<file path="src/rtl/control_pkg.sv">
// ============================================================================
//  Module      : control_pkg
//  Description : Shared constants for the instruction control decoder:
//                opcode values, R-type func values, ALU operation encodings
//                and the packed control-word type carried between the
//                combinational decoder and the output register.
//  Revision    : 1.0 - initial release
// ============================================================================
`default_nettype none

package control_pkg;

    // Opcodes, instruction bits [31:26]
    localparam logic [5:0] C_OP_RTYPE = 6'b000000;
    localparam logic [5:0] C_OP_J     = 6'b000010;
    localparam logic [5:0] C_OP_JAL   = 6'b000011;
    localparam logic [5:0] C_OP_BEQ   = 6'b000100;
    localparam logic [5:0] C_OP_BNE   = 6'b000101;
    localparam logic [5:0] C_OP_ADDI  = 6'b001000;
    localparam logic [5:0] C_OP_SLTI  = 6'b001010;
    localparam logic [5:0] C_OP_ANDI  = 6'b001100;
    localparam logic [5:0] C_OP_ORI   = 6'b001101;
    localparam logic [5:0] C_OP_LI    = 6'b001111;
    localparam logic [5:0] C_OP_LW    = 6'b100011;
    localparam logic [5:0] C_OP_SW    = 6'b101011;

    // R-type func codes, instruction bits [5:0]
    localparam logic [5:0] C_FN_SLL   = 6'b000000;
    localparam logic [5:0] C_FN_SRL   = 6'b000010;
    localparam logic [5:0] C_FN_JR    = 6'b001000;
    localparam logic [5:0] C_FN_MULT  = 6'b011000;
    localparam logic [5:0] C_FN_ADD   = 6'b100000;
    localparam logic [5:0] C_FN_SUB   = 6'b100010;
    localparam logic [5:0] C_FN_AND   = 6'b100100;
    localparam logic [5:0] C_FN_OR    = 6'b100101;
    localparam logic [5:0] C_FN_SLT   = 6'b101010;

    // ALU operation encoding
    localparam logic [2:0] C_ALU_ADD  = 3'b000;
    localparam logic [2:0] C_ALU_SUB  = 3'b001;
    localparam logic [2:0] C_ALU_AND  = 3'b010;
    localparam logic [2:0] C_ALU_OR   = 3'b011;
    localparam logic [2:0] C_ALU_SLT  = 3'b100;
    localparam logic [2:0] C_ALU_MULT = 3'b101;
    localparam logic [2:0] C_ALU_SLL  = 3'b110;
    localparam logic [2:0] C_ALU_SRL  = 3'b111;

    // Full control word; an all-zero value is the NOP pattern.
    typedef struct packed {
        logic       regDst;
        logic       aluSrc;
        logic       memToReg;
        logic       regWrite;
        logic       memRead;
        logic       memWrite;
        logic       branch;
        logic       branchNot;
        logic       jump;
        logic       jumpAndLink;
        logic       jumpReg;
        logic       loadImm;
        logic [2:0] aluOp;
    } ctrl_t;

    localparam ctrl_t C_CTRL_NOP = '0;

endpackage : control_pkg

`default_nettype wire

</file>
<file path="src/rtl/control_decode.sv">
// ============================================================================
//  Module      : control_decode
//  Description : Purely combinational instruction decoder. Maps opcode/func
//                to a full control word; unlisted encodings produce NOP.
//  Ports       : opcode_i  [5:0] instruction bits [31:26]
//                func_i    [5:0] instruction bits [5:0] (R-type only)
//                ctrl_o    ctrl_t decoded control word
//  Config      : CONTROL_MULT_EN - when defined, R-type func 011000 decodes
//                as mult; otherwise it is a NOP and aluOp 101 never appears.
//  Revision    : 1.0 - initial release
// ============================================================================
`default_nettype none

module control_decode
    import control_pkg::*;
(
    input  logic [5:0] opcode_i,
    input  logic [5:0] func_i,
    output ctrl_t      ctrl_o
);

    // Shared shape of every register-to-register ALU instruction.
    function automatic ctrl_t f_rtype_alu(input logic [2:0] op);
        ctrl_t c;
        c          = C_CTRL_NOP;
        c.regDst   = 1'b1;
        c.regWrite = 1'b1;
        c.aluOp    = op;
        return c;
    endfunction

    // Shared shape of the immediate ALU instructions.
    function automatic ctrl_t f_imm_alu(input logic [2:0] op);
        ctrl_t c;
        c          = C_CTRL_NOP;
        c.aluSrc   = 1'b1;
        c.regWrite = 1'b1;
        c.aluOp    = op;
        return c;
    endfunction

    always_comb begin
        ctrl_o = C_CTRL_NOP;
        unique case (opcode_i)
            C_OP_RTYPE: begin
                // func is only consulted here; every other opcode ignores it.
                case (func_i)
                    C_FN_ADD:  ctrl_o = f_rtype_alu(C_ALU_ADD);
                    C_FN_SUB:  ctrl_o = f_rtype_alu(C_ALU_SUB);
                    C_FN_AND:  ctrl_o = f_rtype_alu(C_ALU_AND);
                    C_FN_OR:   ctrl_o = f_rtype_alu(C_ALU_OR);
                    C_FN_SLT:  ctrl_o = f_rtype_alu(C_ALU_SLT);
                    C_FN_SLL:  ctrl_o = f_rtype_alu(C_ALU_SLL);
                    C_FN_SRL:  ctrl_o = f_rtype_alu(C_ALU_SRL);
`ifdef CONTROL_MULT_EN
                    C_FN_MULT: ctrl_o = f_rtype_alu(C_ALU_MULT);
`endif
                    C_FN_JR:   ctrl_o.jumpReg = 1'b1;
                    default:   ctrl_o = C_CTRL_NOP;
                endcase
            end
            C_OP_LW: begin
                ctrl_o.aluSrc   = 1'b1;
                ctrl_o.memToReg = 1'b1;
                ctrl_o.regWrite = 1'b1;
                ctrl_o.memRead  = 1'b1;
            end
            C_OP_SW: begin
                ctrl_o.aluSrc   = 1'b1;
                ctrl_o.memWrite = 1'b1;
            end
            C_OP_BEQ: begin
                ctrl_o.branch = 1'b1;
                ctrl_o.aluOp  = C_ALU_SUB;
            end
            C_OP_BNE: begin
                ctrl_o.branchNot = 1'b1;
                ctrl_o.aluOp     = C_ALU_SUB;
            end
            C_OP_J: begin
                ctrl_o.jump = 1'b1;
            end
            C_OP_JAL: begin
                ctrl_o.jump        = 1'b1;
                ctrl_o.jumpAndLink = 1'b1;
                ctrl_o.regWrite    = 1'b1;
            end
            C_OP_ADDI: ctrl_o = f_imm_alu(C_ALU_ADD);
            C_OP_ANDI: ctrl_o = f_imm_alu(C_ALU_AND);
            C_OP_ORI:  ctrl_o = f_imm_alu(C_ALU_OR);
            C_OP_SLTI: ctrl_o = f_imm_alu(C_ALU_SLT);
            C_OP_LI: begin
                ctrl_o          = f_imm_alu(C_ALU_ADD);
                ctrl_o.loadImm  = 1'b1;
            end
            default: ctrl_o = C_CTRL_NOP;
        endcase
    end

endmodule : control_decode

`default_nettype wire

</file>
<file path="src/rtl/control.sv">
// ============================================================================
//  Module      : control
//  Description : Registered instruction control unit. The decode of
//                opcode/func sampled at a rising edge appears on the outputs
//                after that edge and is held for one cycle. Synchronous
//                active-high rst forces the NOP pattern and wins over decode.
//  Ports       : clk, rst                      clock / sync reset
//                opcode[5:0], func[5:0]        instruction fields
//                regDst, aluSrc, memToReg, regWrite, memRead, memWrite,
//                branch, branchNot, jump, jumpAndLink, jumpReg, loadImm
//                aluOp[2:0]                    registered control outputs
//  Config      : CONTROL_MULT_EN - enables R-type mult decode (aluOp 101).
//  Revision    : 1.0 - initial release
// ============================================================================
`default_nettype none

module control
    import control_pkg::*;
(
    input  logic       clk,
    input  logic       rst,
    input  logic [5:0] opcode,
    input  logic [5:0] func,
    output logic       regDst,
    output logic       aluSrc,
    output logic       memToReg,
    output logic       regWrite,
    output logic       memRead,
    output logic       memWrite,
    output logic       branch,
    output logic       branchNot,
    output logic       jump,
    output logic       jumpAndLink,
    output logic       jumpReg,
    output logic       loadImm,
    output logic [2:0] aluOp
);

    ctrl_t ctrl_d;
    ctrl_t ctrl_q;

    control_decode u_decode (
        .opcode_i (opcode),
        .func_i   (func),
        .ctrl_o   (ctrl_d)
    );

    always_ff @(posedge clk) begin
        if (rst) begin
            ctrl_q <= C_CTRL_NOP;
        end else begin
            ctrl_q <= ctrl_d;
        end
    end

    assign regDst      = ctrl_q.regDst;
    assign aluSrc      = ctrl_q.aluSrc;
    assign memToReg    = ctrl_q.memToReg;
    assign regWrite    = ctrl_q.regWrite;
    assign memRead     = ctrl_q.memRead;
    assign memWrite    = ctrl_q.memWrite;
    assign branch      = ctrl_q.branch;
    assign branchNot   = ctrl_q.branchNot;
    assign jump        = ctrl_q.jump;
    assign jumpAndLink = ctrl_q.jumpAndLink;
    assign jumpReg     = ctrl_q.jumpReg;
    assign loadImm     = ctrl_q.loadImm;
    assign aluOp       = ctrl_q.aluOp;

endmodule : control

`default_nettype wire

</file>
<file path="config.mk">
export PLATFORM = sky130hd
export DESIGN_NAME = control
export DESIGN_NICKNAME = d
export VERILOG_FILES = /design/src/rtl/control_pkg.sv /design/src/rtl/control_decode.sv /design/src/rtl/control.sv
export SDC_FILE = /design/constraint.sdc
export NUM_CORES = 1
export LEC_CHECK = 0
export ABC_AREA = 1
export CAP_MARGIN = 0
export CORE_ASPECT_RATIO = 0.9
export CORE_MARGIN = 2
export CORE_UTILIZATION = 37
export DETAILED_ROUTE_END_ITERATION = 8
export MAX_ROUTING_LAYER = met4
export PLACE_DENSITY = 0.74
export SLEW_MARGIN = 30
export SYNTH_ARGS = -nofsm -noshare
export SYNTH_HDL_FRONTEND = slang
export SYNTH_SLANG_ARGS = --single-unit
export TNS_END_PERCENT = 5
</file>
<file path="constraint.sdc">
create_clock -name clk -period 0.9 [get_ports clk]
set_input_delay 0.18 -clock clk [delete_from_list [all_inputs] [get_ports clk]]
set_output_delay 0.18 -clock clk [all_outputs]
set_load 0.005 [all_outputs]
</file>
Yosys cells after proc, flatten, opt, wreduce, memory -nomap -nowiden
Index checks and enable logic that the tools add are counted.
{"block": "classes", "n_lt_le_gt_ge": 0, "eq_ne": 18, "n_reduce_logical": 8, "mux": 14, "bitwise_logic": 1, "mul": 0, "div_mod_pow": 0, "shift": 0, "addsub": 0}
{"operator": "6-bit equality test (second input constant)", "n": 7}
{"operator": "6-bit by 4-bit equality test with 1-bit output (second input constant)", "n": 6}
{"operator": "7-bit OR reduction", "n": 3}
{"operator": "6-bit by 2-bit equality test with 1-bit output (second input constant)", "n": 3}
{"operator": "1-bit case mux with 2 select lines", "n": 9}
{"operator": "3-bit case mux with 6 select lines", "n": 1}
{"operator": "3-bit case mux with 5 select lines", "n": 1}
{"operator": "6-bit by 3-bit equality test with 1-bit output (second input constant)", "n": 2}
{"operator": "6-bit zero test", "n": 2}
{"operator": "10-bit 2-to-1 mux", "n": 1}
{"operator": "2-bit OR reduction", "n": 3}
{"operator": "2-bit case mux with 2 select lines", "n": 1}
{"operator": "1-bit 2-to-1 mux", "n": 1}
{"operator": "1-bit inverter", "n": 1}
{"block": "word_totals", "out_inout_bits": 15, "mem_bits_ro": 0, "mem_count": 0, "wordCells": 54, "input_bits": 14, "ff_bits": 15, "ram_bits": 0, "latchBits": 0}

Longest topological paths before layout
Gate-level depths: netlist of run 1.
{"block": "depth", "ltp_word": 4, "depth_mapped": 9}

Cells and area by module
From an unflattened synthesis of run 1, not the netlist that was laid out.
{"block": "unflattened", "hier_cells": 113, "area_unflattened_um2": 735.7}
{"mod": "control", "seq_area_each_um2": 300.3, "area_per_inst_um2": 424.2, "cells_per_inst": 46, "n_inst": 1}
{"mod": "control_decode", "seq_area_each_um2": 0.0, "area_per_inst_um2": 311.5, "cells_per_inst": 67, "n_inst": 1}

Worst setup path after synthesis of run 1
OpenSTA, ideal clock, no wires.
{"block": "synth_timing", "path_kind": "input-to-reg", "from": "input opcode[2]", "to": "register ctrl_q, in the netlist regWrite", "path_stages": 9, "path_slack_ns": -0.027, "arrival_time_ns": 0.813, "cell_sequence": "buf_2 -> nand2_2 -> inv_2 -> nand3_1 -> nand2_1 -> nor2_1 -> nand2_1 -> nand2_1 -> nand2_1"}
{"block": "synth_between", "elab_chain_cells": 3, "elab_cells_between_ends": 10, "classes_between": "7 x eq/ne; 1 x mux; 2 x reduce/logical"}
{"element": "start: declaration", "line_no": "control.sv:22", "text": "input logic [5:0] opcode,"}
{"element": "6-bit by 4-bit equality test with 1-bit output (tied with other cells)", "line_no": "control_decode.sv:44", "text": "unique case (opcode_i)"}
{"element": "7-bit OR reduction (no source line)"}
{"element": "1-bit case mux with 2 select lines *", "line_no": "control_decode.sv:44"}
{"element": "end signal: assignment", "line_no": "control.sv:52", "text": "ctrl_q <= ctrl_d;"}
{"element": "end: declaration", "line_no": "control.sv:40", "text": "ctrl_t ctrl_q;"}
Mark *: on every way between the ends. The rest lies on a longest branch, timed or not.
A chain may end at the register's enable or synchronous reset.

Worst setup path in the final report of run 1
{"block": "layout_timing", "from": "input opcode[4]", "to": "register ctrl_q, in the netlist aluSrc"}
{"block": "layout_between", "elab_chain_cells": 3, "elab_cells_between_ends": 10, "classes_between": "7 x eq/ne; 1 x mux; 2 x reduce/logical"}
{"element": "6-bit by 4-bit equality test with 1-bit output / 6-bit equality test (equally long branches)", "line_no": "control_decode.sv:44"}
{"element": "7-bit OR reduction (no source line)"}
{"element": "1-bit case mux with 2 select lines *", "line_no": "control_decode.sv:44"}
Marks and branches as above.

==> run summary, run 1 <==
fin util - 0.636
status - complete, but fails checks
max-cap viol count - 0
Synth top area share - 0.402
Setup WS pre-CTS - -0.584 ns
largest net degree at the start of global routing - 8
Core Box Area - 1720 um2
FF+latch count, synth - 14
diode count - 0
final instance area - 1090 um2
Hold/Removal Path Class - in -> reg
crit-path max FO - 5
CTS Sinks - 14
syn avg cell area - 6.45 um2
Nets - 168
Setup crit end kind - register
largest stage delay on the critical path - 0.28 ns
cell area after synthesis - 697 um2
CTS clock-pin slew for the worst setup and hold paths - 0.07 ns
Largest register FFs - 3
GP Congestion - 0.876
CP arrival - 1.13 ns
Power Density - 1090 nW/um2
max-slew violation count - 0
CTS Buffer Depth - 2
TritonRoute pass-1 iters - 4
Yosys top cell by area - dfxtp_1
vias in the first global route - 739
Synth Instances - 108
global-route wire length before repair - 3070 um
die area - 2250 um2
Rel. slew slack - 0.849
H-Tree Depth - 1
CTS Buf Count - 3
VDD IR-drop max - 0.455 mV
failing checks - setup timing
Die X-Extent - 49.7 um
initial antenna violation count - 0
Hold Buf Count CTS - 0
Crit-path slowest cell - dlygate4sd2_1
Netlist cell types - 17
worst path required time - 1.10 ns
Seq/Total Area, Yosys - 0.402
DR DRC count - 0
leakage - 0.589 nW
final setup margin - -0.0314 ns
share of layout cells above drive strength 1 - 0.382
Post-Syn Nets - 122
io pins - 29
GR Util All Layers - 0.184
worst path bufs/invs - 3
Port Buf Inserts - 28
Final Hold Viols - 0
synth top area cells - dfxtp_1 (40%), nor2_1 (13%), nand2_1 (11%)
vias per inst - 4.82
drt total wl - 1800 um
Final Cycle Share - 1.03
Final min period - 0.931 ns
Initial Utilization - 0.406
CTS root buf - clkbuf_4
die height - 45.2 um
RSZ-0062 raised after global routing - yes
Final Setup Violations - 4
actual slew at the worst max-slew pin - 0.224 ns
Via Count - 849
yosys warns - 0
Worst path top cell family by delay - buffers and inverters
final antenna-violating net count - 0
area delta synth->final - 56.7%
grt ovf - 0
CTS tree - built
row count - 14
post-detail-place hpwl - 1430 um
Avg WL per Cell - 10.2 um
fmax - 1070 MHz
Area after DPL - 1110 um2
critical path cell sequence - dlygate4sd2_1 -> nor2_4 -> nand2_2 -> nor2_2 -> inv_1 -> o21ai_0 -> inv_1 -> a21oi_1
fin cells - 176
kind of critical path - in -> reg
Top cell by count, worst path - inv_1
Initial DRC Count - 25
Placed Cells incl. Taps - 173
Critical Path Source Type - input port
kinds of logic (layout without fill, tap and decap cells):
logic type | after synthesis | in the layout | share of synthesized area
flops | 14 | 14 | 0.402
compound gates | 6 | 6 | 0.0431
buf+inv | 20 | 64 | 0.117
simple gates | 68 | 68 | 0.438
final cells by class:
class / count / area, um2
timing repair buffer: 44 / 317
fill: 165 / 624
inverter: 17 / 63.8
sequential: 14 / 284
multi-input combinational: 74 / 375
tap: 24 / 30.0
clock buffer: 3 / 22.5
per-layer routing:
layer | GRT usage | vias up | share of wire
li1 | - | 430 | -
met1 | 0.216 | 376 | 0.44
met2 | 0.312 | 41 | 0.48
met3 | 0.0331 | 2 | 0.070
met4 | 0.0833 | 0 | 0.0094
met5 | - | - | 0
through the flow:
step / power (mW) / TNS, ns / hold WS [ns]
floorplan: 0.736 / 0 / 0.258
global placement: 0.878 / -7.29 / 0.855
detailed placement: 0.882 / -7.69 / 0.839
CTS: 1.18 / -0.114 / 0.356
global route: 1.25 / -0.424 / 0.227
finish: 1.19 / -0.0459 / 0.205
power breakdown:
group,leakage (nW),internal [mW],switching [mW]
registers,0.115,0.626,0.00154
clock network,0.0138,0.155,0.167
logic,0.460,0.107,0.129
total,0.589,0.888,0.298
Yosys cell counts, drive strengths merged:
cell type	n
nor4	2
nand4	1
nor3	5
nor2	26
o21ai	2
a21oi	4
nand3	11
buf	3
dfxtp	14
inv	17
nand2	23
what timing repair did:
action	in CTS	in global routing
endpoints found under the setup margin	29	18
resized for setup	81	17
pin swaps	3	0
setup buffers	0	0
final timing paths:
| path | slack [ns] | to | start | depth (start not counted) |
|---|---|---|---|---|
| max | -0.03 | aluSrc$_SDFF_PP0_ | opcode[4] | 8 |
| min | 0.21 | loadImm$_SDFF_PP0_ | rst | 2 |
placed cells by master (no fill, tap or decap), drive strengths merged, types with 4 or more instances in the layout:
cell           Yosys  final
nand3             11     11
nor2              26     26
dfxtp             14     14
inv               17     17
a21oi              4      4
nand2             23     23
nor3               5      5
clkbuf             0      5
buf                3     31
dlygate4sd2        0      6
clkdlybuf4s15      0      4
No activity file was read; power rests on OpenSTA's default activity.
==> run 2: changes to the inputs <==
- PLACE_DENSITY: 0.74 -> 0.73
- SLEW_MARGIN: 30 -> not set
- SYNTH_HIERARCHICAL: not set -> 1
==> run 2 against run 1 <==
The run still ends with setup timing left; critical path depth shrank 7; final cell count increased by 4.5%; maximum frequency is 2.9% higher; power rose by 9.0%; critical path type is now reg -> out.
==> run summary, run 2 <==
crit-path max FO - 1 (was 5)
top cells by count, synth - nor2_1 (30), inv_1 (24), dfxtp_1 (15), nand2_1 (14), nand3_1 (12) (was nor2_1 (24), nand2_1 (20), inv_1 (15), dfxtp_1 (14), nand3_1 (11))
Netlist cell types - 17 (unchanged)
fin cells - 184 (was 176)
Synth top area share - 0.408 (was 0.402)
initial antenna violation count - 0 (unchanged)
H-Tree Depth - 1 (unchanged)
max-cap viol count - 0 (unchanged)
WHS - 0.288 ns (was 0.205 ns)
Hold/Removal Path Class - in -> reg (unchanged)
die area - 2360 um2 (was 2250 um2)
VDD IR-drop max - 0.795 mV (was 0.455 mV)
layout filler cell count - 178 (was 165)
cell area after synthesis - 736 um2 (was 697 um2)
failing checks - setup timing (unchanged)
Port Buf Inserts - 28 (unchanged)
CP arrival - 0.73 ns (was 1.13 ns)
Placed Cells incl. Taps - 178 (was 173)
synth top area cells - dfxtp_1 (41%), nor2_1 (15%), inv_1 (12%) (was dfxtp_1 (40%), nor2_1 (13%), nand2_1 (11%))
leakage - 0.569 nW (was 0.589 nW)
syn avg cell area - 6.51 um2 (was 6.45 um2)
CTS Buf Count - 3 (unchanged)
critical path cell sequence - buf_2 (was dlygate4sd2_1 -> nor2_4 -> nand2_2 -> nor2_2 -> inv_1 -> o21ai_0 -> inv_1 -> a21oi_1)
commonest non-fill, non-tap cell in the layout - nor2_1 (was nand2_1)
CTS tree - built (unchanged)
CTS Sinks - 15 (was 14)
Final Setup Violations - 2 (was 4)
TritonRoute pass-1 iters - 5 (was 4)
worst path bufs/invs - 1 (was 3)
max-slew violation count - 0 (unchanged)
Power Density - 1130 nW/um2 (was 1090 nW/um2)
Post-Syn Nets - 127 (was 122)
io pins - 29 (unchanged)
Crit-path slowest cell - dfxtp_2 (was dlygate4sd2_1)
grt ovf - 0 (unchanged)
Hold EP - branch$_SDFF_PP0_ (was loadImm$_SDFF_PP0_)
top_reg_cell synth - dfxtp_1 (unchanged)
Initial DRC Count - 37 (was 25)
Critical Path Source Type - register (was input port)
kind of critical path - reg -> out (was in -> reg)
Largest register FFs - 3 (unchanged)
Worst path top cell family by delay - flip-flops (was buffers and inverters)
CTS clock-pin slew for the worst setup and hold paths - 0.09 ns (was 0.07 ns)
GP Congestion - 0.860 (was 0.876)
Nets - 174 (was 168)
share of layout cells above drive strength 1 - 0.384 (was 0.382)
Via Count - 874 (was 849)
Die X-Extent - 51.0 um (was 49.7 um)
ys async rst share - 0 (unchanged)
Synth Instances - 113 (was 108)
FF+latch count, synth - 15 (was 14)
Seq/Total Area, Yosys - 0.408 (was 0.402)
Avg WL per Cell - 11.0 um (was 10.2 um)
area delta synth->final - 56.0% (was 56.7%)
fmax - 1100 MHz (was 1070 MHz)
post-detail-place hpwl - 1510 um (was 1430 um)
vias in the first global route - 774 (was 739)
most frequent cell after synthesis - nor2_1 (unchanged)
final setup margin - -0.00513 ns (was -0.0314 ns)
Rel. slew slack - 0.853 (was 0.849)
worst path required time - 0.72 ns (was 1.10 ns)
yosys warns - 6 (was 0)
diode count - 0 (unchanged)
Setup crit end kind - output pin (was register)
die height - 46.3 um (was 45.2 um)
Hold Path Origin - opcode[0] (was rst)
most frequent cells in the layout - nor2_1 (23), inv_1 (22), buf_4 (14), buf_2 (13) (was nand2_1 (20), nor2_1 (16), buf_4 (16), buf_2 (14), inv_1 (13))
Initial Utilization - 0.388 (was 0.406)
DR DRC count - 0 (unchanged)
GR Util All Layers - 0.186 (was 0.184)
actual slew at the worst max-slew pin - 0.219 ns (was 0.224 ns)
Final Cycle Share - 1.01 (was 1.03)
Core Box Area - 1900 um2 (was 1720 um2)
vias per inst - 4.75 (was 4.82)
CTS root buf - clkbuf_4 (unchanged)
row count - 15 (was 14)
global-route wire length before repair - 3110 um (was 3070 um)
Final Hold Viols - 0 (unchanged)
largest net degree at the start of global routing - 16 (was 8)
largest stage delay on the critical path - 0.33 ns (was 0.28 ns)
CTS Buffer Depth - 2 (unchanged)
status - complete, but fails checks (unchanged)
EDFF count, synth - 0 (unchanged)
Final min period - 0.905 ns (was 0.931 ns)
hold path depth - 5 (was 2)
drt total wl - 2030 um (was 1800 um)
Yosys top cell by area - dfxtp_1 (unchanged)
RSZ-0062 raised after global routing - yes (unchanged)
final antenna-violating net count - 0 (unchanged)
-- run 2: changes by cell type after synthesis, sizes merged, moves of 2 or more --
| cell | before | now |
|---|---|---|
| nor2 | 26 | 32 |
| nand2 | 23 | 15 |
| nand4 | 1 | 4 |
| inv | 17 | 24 |
| a21oi | 4 | 1 |
| nand3b | 0 | 2 |
| nor3 | 5 | 2 |
-- run 2: routing by layer --
metal / up-vias / GRT usage / share of wire
met1: 390 / 0.194 / 0.41
li1: 439 / - / -
met5: - / - / 0
met4: 0 / 0.0919 / 0.021
met3: 6 / 0.0325 / 0.081
met2: 39 / 0.343 / 0.49
-- run 2: kinds of logic (layout without fill, tap and decap cells) --
| family | count (synthesis) | in the layout | share of synthesized area |
|---|---|---|---|
| simple gates | 69 | 69 | 0.423 |
| buf+inv | 26 | 72 | 0.148 |
| flops | 15 | 15 | 0.408 |
| compound gates | 3 | 3 | 0.0204 |
-- run 2: worst max-delay path by stage --
stage,startpoint,endpoint,depth (start not counted)
after floorplan,opcode[5],regWrite$_SDFF_PP0_,7
after global placement,opcode[2],regWrite$_SDFF_PP0_,8
after detailed placement,opcode[2],regWrite$_SDFF_PP0_,8
after CTS,regDst$_SDFF_PP0_,regDst,1
after global routing,opcode[3],branch$_SDFF_PP0_,7
final,regWrite$_SDFF_PP0_,regWrite,1
-- run 2: final cells by class --
type                            instances  area, um2  share of cell area
Multi-Input combinational cell         72        373               0.325
Timing Repair Buffer                   44        322               0.280
Sequential cell                        15        304               0.265
Inverter                               24       90.1              0.0785
Tap cell                               25       31.3              0.0273
Clock buffer                            3       22.5              0.0196
Clock inverter                          1       5.00             0.00436
-- run 2: per-stage QoR --
stage / TNS, ns / power, mW / utilization / instance area [um2] / worst slack [ns]
after floorplan: 0 / 0.764 / - / 736 / 0.0187
after global placement: -8.78 / 0.913 / 0.605 / 1150 / -0.637
after detailed placement: -8.63 / 0.915 / 0.605 / 1150 / -0.620
after CTS: -0.0993 / 1.30 / 0.609 / 1150 / -0.0797
after global routing: -0.415 / 1.36 / 0.605 / 1150 / -0.0449
final: -0.0102 / 1.29 / 0.605 / 1150 / -0.00513
-- run 2: repair_timing --
action | in CTS | in global routing
buffers inserted | 2 | 0
hold endpoints to repair | 0 | 0
gates resized for setup | 90 | 18
hold buffers | 0 | 0
endpoints found under the setup margin | 30 | 22
pin swaps | 11 | 10
-- run 2: power by group --
group,internal [mW],leakage [nW],switching (mW)
Sequential,0.670,0.123,0.00165
Clock,0.165,0.0177,0.219
Combinational,0.111,0.429,0.126
Total,0.946,0.569,0.347
==> run 3: changes to the inputs <==
- RECOVER_POWER: not set -> 50
- SKIP_LAST_GASP: not set -> 1
==> run 3 against run 2 <==
Core utilization up 0.066 points; critical path type is now in -> reg; hold slack better by 0.058 ns; sequential power barely moved; power fell by 0.44%; combinational power about the same; critical path depth grew 8; final area up 0.11%; the flow still finishes with violations (setup timing); die area stayed put; final cell count did not move; maximum frequency shrank 4.0%; critical endpoint is now regWrite$_SDFF_PP0_.
==> run summary, run 3 (synthesis gave the netlist of run 2 again) <==
status - complete, but fails checks (unchanged)
failing checks - setup timing (unchanged)
critical path cell sequence - dlygate4sd2_1 -> inv_1 -> nor2_2 -> nand3b_1 -> nand2_1 -> nand2_2 -> nand3_1 -> inv_1 -> nor2_1 (was buf_2)
GR Util All Layers - 0.185 (was 0.186)
drt total wl - 2050 um (was 2030 um)
die height - 46.3 um (unchanged)
vias in the first global route - 774 (unchanged)
CTS clock-pin slew for the worst setup and hold paths - 0.09 ns (about the same)
Final min period - 0.943 ns (was 0.905 ns)
post-detail-place hpwl - 1510 um (unchanged)
TritonRoute pass-1 iters - 4 (was 5)
CTS tree - built (unchanged)
Fin Setup TNS - -0.132 ns (was -0.0102 ns)
row count - 15 (unchanged)
Critical Path Source Type - input port (was register)
Hold/Removal Path Class - in -> reg (unchanged)
GP Congestion - 0.860 (unchanged)
Final Hold Viols - 0 (unchanged)
CTS Buffer Depth - 2 (unchanged)
vias per inst - 4.91 (was 4.75)
share of layout cells above drive strength 1 - 0.365 (was 0.384)
largest net degree at the start of global routing - 16 (unchanged)
final instance area - 1150 um2 (about the same)
fmax - 1060 MHz (was 1100 MHz)
Multi-input gate area - 373 um2 (unchanged)
actual slew at the worst max-slew pin - 0.218 ns (was 0.219 ns)
Nets - 174 (unchanged)
CTS Sinks - 15 (unchanged)
worst path bufs/invs - 3 (was 1)
final setup margin - -0.0428 ns (was -0.00513 ns)
layout filler cell count - 180 (was 178)
Rel. slew slack - 0.853 (about the same)
Worst path top cell family by delay - simple AND/OR/NAND/NOR gates (was flip-flops)
area delta synth->final - 56.1% (was 56.0%)
max-slew violation count - 0 (unchanged)
largest stage delay on the critical path - 0.27 ns (was 0.33 ns)
Setup WS pre-CTS - -0.620 ns (unchanged)
Setup crit end kind - register (was output pin)
Port Buf Inserts - 28 (unchanged)
Avg WL per Cell - 11.1 um (was 11.0 um)
WHS - 0.346 ns (was 0.288 ns)
max-cap viol count - 0 (unchanged)
global-route wire length before repair - 3090 um (was 3110 um)
DR DRC count - 0 (unchanged)
final antenna-violating net count - 0 (unchanged)
Placed Cells incl. Taps - 178 (unchanged)
Largest register FFs - 3 (unchanged)
Final Setup Violations - 7 (was 2)
Via Count - 903 (was 874)
Top cell by count, worst path - inv_1
CTS root buf - clkbuf_4 (unchanged)
CP arrival - 1.16 ns (was 0.73 ns)
Initial DRC Count - 51 (was 37)
commonest non-fill, non-tap cell in the layout - nor2_1 (unchanged)
grt ovf - 0 (unchanged)
diode count - 0 (unchanged)
crit-path max FO - 4 (was 1)
Crit-path slowest cell - dlygate4sd2_1 (was dfxtp_2)
fin cells - 184 (unchanged)
io pins - 29 (unchanged)
leakage - 0.564 nW (was 0.569 nW)
kind of critical path - in -> reg (was reg -> out)
Power Density - 1120 nW/um2 (was 1130 nW/um2)
CTS Buf Count - 3 (unchanged)
Core Box Area - 1900 um2 (unchanged)
H-Tree Depth - 1 (unchanged)
Reg area - 305 um2 (was 304 um2)
Hold Buf Count CTS - 0 (unchanged)
Area after DPL - 1150 um2 (unchanged)
Die X-Extent - 51.0 um (unchanged)
die area - 2360 um2 (unchanged)
RSZ-0062 raised after global routing - yes (unchanged)
Initial Utilization - 0.388 (unchanged)
initial antenna violation count - 0 (unchanged)
VDD IR-drop max - 0.769 mV (was 0.795 mV)
worst path required time - 1.12 ns (was 0.72 ns)
most frequent cells in the layout - nor2_1 (23), inv_1 (22), clkbuf_2 (14), buf_4 (14), nand2_1 (12) (was nor2_1 (23), inv_1 (22), buf_4 (14), buf_2 (13))
Final Cycle Share - 1.05 (was 1.01)
## run 3: what timing repair did
item                                    CTS  global route
resized for setup                        65            24
buffers inserted                          2             0
endpoints found under the setup margin   30            28
pin swaps                                10             4
gates cloned                              0             0
## run 3: report_power, final
part | total, mW | internal, mW | switching [mW]
sequential | 0.672 | 0.670 | 0.00179
combinational | 0.238 | 0.110 | 0.127
clock | 0.378 | 0.165 | 0.213
total | 1.29 | 0.945 | 0.342
## run 3: path summary, 6_finish.rpt
check	from	to	slack, ns	depth (start not counted)
worst min-delay path	opcode[4]	jumpReg$_SDFF_PP0_	0.35	6
worst max-delay path	func[1]	regWrite$_SDFF_PP0_	-0.04	9
## run 3: metal layers
layer | global-route usage | vias up | share of wire
met5 | - | - | 0
met4 | 0.0919 | 0 | 0.027
met2 | 0.343 | 49 | 0.48
met3 | 0.0325 | 12 | 0.082
met1 | 0.193 | 404 | 0.41
li1 | - | 438 | -
## run 3: worst min-delay path, stage by stage
cell and delay, ns:
clkbuf_2 0.12, nor2_4 0.05, nand2_2 0.10, nor3_1 0.07
inv_1 0.04, nor2_1 0.03
## run 3: area by class of cell
class / instances / area share
Clock buffer: 3 / 0.0196
Multi-Input combinational cell: 72 / 0.325
Clock inverter: 1 / 0.00436
Timing Repair Buffer: 44 / 0.280
Tap cell: 25 / 0.0272
Inverter: 24 / 0.0784
Sequential cell: 15 / 0.266
## run 3: stage by stage
step | utilization | power, mW
floorplan | - | 0.764
global placement | 0.605 | 0.913
detailed placement | 0.605 | 0.915
CTS | 0.638 | 1.30
global route | 0.606 | 1.36
finish | 0.606 | 1.29
